===== config.mk =====
export PLATFORM = sky130hd
export DESIGN_NAME = hilo_acc_file
export DESIGN_NICKNAME = d
export VERILOG_FILES = /design/src/rtl/hilo_acc_file.sv
export SDC_FILE = /design/constraint.sdc
export NUM_CORES = 2
export LEC_CHECK = 0
export CAP_MARGIN = 20
export CELL_PAD_IN_SITES_DETAIL_PLACEMENT = 0
export CELL_PAD_IN_SITES_GLOBAL_PLACEMENT = 2
export CORE_MARGIN = 4
export CORE_UTILIZATION = 43
export CTS_BUF_LIST = sky130_fd_sc_hd__clkbuf_2
export DETAILED_ROUTE_END_ITERATION = 12
export DONT_BUFFER_PORTS = 1
export HOLD_SLACK_MARGIN = 0.15
export PLACE_DENSITY_LB_ADDON = 0.05
export SLEW_MARGIN = 30
export SYNTH_ARGS = -nofsm -noshare
export SYNTH_HDL_FRONTEND = slang
export SYNTH_SLANG_ARGS = --single-unit

===== constraint.sdc =====
create_clock -name clk -period 5.9 [get_ports clk]
set_clock_uncertainty 0.05 [all_clocks]
set_input_delay 0.885 -clock clk [delete_from_list [all_inputs] [get_ports clk]]
set_output_delay 0.885 -clock clk [all_outputs]
set_load 0.05 [all_outputs]

===== src/rtl/hilo_acc_file.sv =====
// HI/LO register file with per-lane M/W forwarding (0-cycle reads) and a 3-cycle multiply-accumulate engine.
// No backpressure: accumulate accepts only in IDLE and raises acc_busy so the core stalls younger instructions.
module hilo_acc_file #(
   parameter int W     = 32,
   parameter int LANES = 2
) (
   input  logic                   clk,
   input  logic                   rst_n,
   input  logic [LANES-1:0]       M_we_hi,
   input  logic [LANES-1:0]       M_we_lo,
   input  logic [LANES*2*W-1:0]   M_hilo,
   input  logic [LANES-1:0]       W_we_hi,
   input  logic [LANES-1:0]       W_we_lo,
   input  logic [LANES*2*W-1:0]   W_hilo,
   input  logic                   acc_start,
   input  logic [1:0]             acc_op,
   input  logic [W-1:0]           acc_a,
   input  logic [W-1:0]           acc_b,
   input  logic                   acc_flush,
   output logic                   acc_busy,
   output logic                   acc_done,
   output logic [2*W-1:0]         hilo_o
);

   localparam int DW = 2 * W;

   typedef enum logic [1:0] {
      IDLE   = 2'd0,
      MUL    = 2'd1,
      COMMIT = 2'd2
   } state_t;

   state_t          state_q, state_d;
   logic [DW-1:0]   hilo_q, hilo_d;
   logic [DW-1:0]   prod_q, prod_d;
   logic            op_sub_q, op_sub_d;

   logic [W-1:0]    wr_hi, wr_lo;
   logic [W-1:0]    fwd_hi, fwd_lo;
   logic [DW-1:0]   base;
   logic [DW-1:0]   ext_a, ext_b, prod_mul;

   // Ascending lane scan: the last (youngest) enabled lane overwrites older ones.
   always_comb begin
      wr_hi = hilo_q[DW-1:W];
      wr_lo = hilo_q[W-1:0];
      for (int k = 0; k < LANES; k++) begin
         if (W_we_hi[k]) wr_hi = W_hilo[k*DW+W +: W];
         if (W_we_lo[k]) wr_lo = W_hilo[k*DW +: W];
      end
      fwd_hi = wr_hi;
      fwd_lo = wr_lo;
      for (int k = 0; k < LANES; k++) begin
         if (M_we_hi[k]) fwd_hi = M_hilo[k*DW+W +: W];
         if (M_we_lo[k]) fwd_lo = M_hilo[k*DW +: W];
      end
   end

   assign base   = {fwd_hi, fwd_lo};
   assign hilo_o = base;

   // Signed vs unsigned only differs in how operands are extended; the low 2W bits of the product are then identical.
   assign ext_a    = acc_op[0] ? {{W{1'b0}}, acc_a} : {{W{acc_a[W-1]}}, acc_a};
   assign ext_b    = acc_op[0] ? {{W{1'b0}}, acc_b} : {{W{acc_b[W-1]}}, acc_b};
   assign prod_mul = ext_a * ext_b;

   always_comb begin
      state_d  = state_q;
      prod_d   = prod_q;
      op_sub_d = op_sub_q;
      hilo_d   = {wr_hi, wr_lo};
      case (state_q)
         IDLE: begin
            if (acc_start && !acc_flush) begin
               state_d  = MUL;
               prod_d   = prod_mul;
               op_sub_d = acc_op[1];
            end
         end
         MUL:    state_d = acc_flush ? IDLE : COMMIT;
         COMMIT: begin
            state_d = IDLE;
            // Younger than any W write this cycle; base already folds that write in.
            if (!acc_flush) hilo_d = op_sub_q ? (base - prod_q) : (base + prod_q);
         end
         default: state_d = IDLE;
      endcase
   end

   always_ff @(posedge clk or negedge rst_n) begin
      if (!rst_n) begin
         state_q  <= IDLE;
         hilo_q   <= '0;
         prod_q   <= '0;
         op_sub_q <= 1'b0;
      end else begin
         state_q  <= state_d;
         hilo_q   <= hilo_d;
         prod_q   <= prod_d;
         op_sub_q <= op_sub_d;
      end
   end

   assign acc_busy = (state_q == MUL) || (state_q == COMMIT);
   assign acc_done = (state_q == COMMIT) && !acc_flush;

endmodule


==> results.toml <==
[setup_path]
rr_worst_depth = 21
r2r_end = "hilo_q[60]$_DFF_PN0_"
arrival_ps = 8970
end_kind = "flop"
cp_max_fo = 33
critPathMaxStageDelay_ps = 570
path_class = "input pin to flop"
crit_buf_inv = 5
critPathSlowestCell = "fa_1"
crit_family = "adder cells"
worstPathRequired_ps = 6490
reg2reg_slack_ps = 330
reg2reg_from = "prod_q[7]$_DFFE_PN0P_"
start_kind = "input pin"
path_common_cell = "fa_1"

[routing]
drc = 0
wl_met3_mm = 14.3
first_pass_iters = 5
drtIter0Drc = 2663
met1Wirelength_mm = 90.5
top_layer_used = "met4"
wl_mm = 194
route.met2.wl_mm = 86.3
vias_per_cell = 5.06
num_vias = 45400
wire_per_inst_microns = 21.6
ant_nets = 0

[sta]
finalSetupViolations = 51
hold_viol = 0
slew_headroom_pct = 40.4
fin_ws_ps = -2480
final.min_clock_period_ps = 8380
period_share_pct = 142
worst_slew_pin_slew_ps = 894
rsz0062_at_grt = "true"
max_freq_mhz = 119
drv_slew = 0
tns_ps = -87880

[global_route]
grt_pass1_vias = 49900
grt_remaining_overflow = 0
grtUsageTotal_pct = 26.9
grt_pass1_wl_mm = 301
grt_max_degree = 132
antenna_found_initial = 5

[synthesis]
synthXorXnorAreaFrac_pct = 3.53
synth.area.top_cells = "fa_1, inv_1, ha_1, and2_1, dfrtp_1"
ys_seq_elements = 131
syn-cell-area_sq_um = 60100
yosysWarnings = 0
yosys.area.top_type_share_pct = 47.2
synth-compound-area-share_pct = 7.50
synthDistinctLibCells = 73
synth.top_cells.by_count = "inv_1, fa_1, nand2_1"
syn_inst = 6762
syn-num-nets = 8894
syn_avg_cell_area_sq_um = 8.88
async_flop_share_pct = 100
yosys.area_share.simple_pct = 15.0
synth.yosys.seq_area_share_pct = 5.46
netlist.top_cell.by_area = "fa_1"
synth_top_family_by_area = "adder cells"
synth_ff_type = "dfrtp_1"
synthAdderAreaFrac_pct = 55.2
synthMuxAreaShare_pct = 1.59
synth_edf_count = 0
yosysMostFrequentCell = "inv_1"

[min_path]
hp-start = "W_hilo[120]"
hold_path.class = "input pin to flop"
holdPathStages = 2
min_to = "hilo_q[56]$_DFF_PN0_"

[floorplanning]
die_area_sq_um = 146000
start_util_pct = 43.5
die_w_microns = 382
rows = 136
die_h_microns = 382
core_area_sq_um = 138000
ios = 400

[finish]
drive_gt1_share_pct = 14.5
nets = 9227
area_growth_pct = 14.2
fill_cells = 13500
stdcell_count = 8965
fin_area_sq_um = 68600

[job]
cap_violations = 0

[cts]
cts_tree = "yes"
clock-sinks = 131
cts-htree-levels = 4
clk-insertion-delay-late_ps = 780
cts.path.max_buffers = 3
clk_pin_slew_ps = 170
cts_buffers = 25
clockRootBuffer = "clkbuf_2"

[status]
violations = "setup timing"
outcome = "complete, but fails checks"

[placement]
placed_cell_area_sq_um = 66000
dp_cells = 8845
preCtsSetupSlack_ps = -3380
port_buffers = 0
gp_congestion = 0.911
hpwl_mm = 160
-- how the worst max path moves through the flow --
stage / startpoint / to / slack, ps / depth (start not counted)
2_1_floorplan: acc_a[31] / prod_q[63]$_DFFE_PN0P_ / -2930 / 30
3_3_place_gp: acc_a[31] / prod_q[48]$_DFFE_PN0P_ / -3360 / 31
3_5_place_dp: acc_a[31] / prod_q[63]$_DFFE_PN0P_ / -3380 / 28
4_1_cts: acc_a[31] / prod_q[63]$_DFFE_PN0P_ / -2320 / 28
5_1_grt: acc_a[31] / prod_q[63]$_DFFE_PN0P_ / -2610 / 29
6_report: acc_a[31] / prod_q[63]$_DFFE_PN0P_ / -2480 / 28
-- per-layer routing --
metal	GRT usage [%]	vias to the layer above
li1	-	20800
met1	39.3	23100
met2	42.8	1300
met3	4.95	130
met4	4.09	0
met5	0	-
-- metrics by stage --
stage / utilization, % / hold WS [ps]
global placement: 47.7 / 456
floorplan: - / 433
global route: 49.6 / 186
CTS: 49.0 / 153
detailed placement: 47.8 / 460
finish: 49.6 / 313
-- registers in the layout (all words and copies together), names as in the netlist --
name / cells
hilo_q: 64
op_sub_q: 1
prod_q: 64
state_q: 2
-- timing repair --
action / in CTS / in global routing
endpoints found under the hold margin: 154 / 0
endpoints found under the setup margin: 50 / 55
hold buffers: 37 / 0
setup buffers: 33 / 32
pin swaps: 128 / 145
gates resized for setup: 218 / 172
-- layout make-up --
cell class | count | area, sq um | share of cell area (%)
Clock inverter | 4 | 45.0 | 0.0657
Antenna cell | 1 | 2.50 | 0.00365
Clock buffer | 29 | 145 | 0.212
Sequential cell | 131 | 3280 | 4.78
Tap cell | 1863 | 2330 | 3.40
Inverter | 1550 | 5830 | 8.50
Multi-Input combinational cell | 4750 | 51700 | 75.4
Timing Repair Buffer | 637 | 5270 | 7.68
-- logic make-up (layout without fill, tap and decap cells) --
family,Yosys count,in the layout
AO/OA/AOI/OAI,760,760
XOR/XNOR,241,241
adder cells (fa/ha/maj),1800,1800
buffers and inverters,1881,2220
flip-flops,131,131
multiplexers,95,95
other,0,1
AND/OR/NAND/NOR,1854,1854
-- cells in the final DEF (no fill, tap or decap), types with 92 or more instances in the layout --
cell type	netlist	routed
nand2_1	769	742
nor2_1	276	265
and2_1	596	572
ha_1	382	336
fa_1	1416	1350
mux2i_1	92	92
xnor2_1	186	171
buf_4	0	537
o21ai_0	226	99
o21ai_1	1	110
dfrtp_1	131	130
a21oi_1	286	257
inv_1	1550	1491
Power is not shown: default switching activity piles up to over one toggle a cycle in this logic, so the estimate is an artifact.
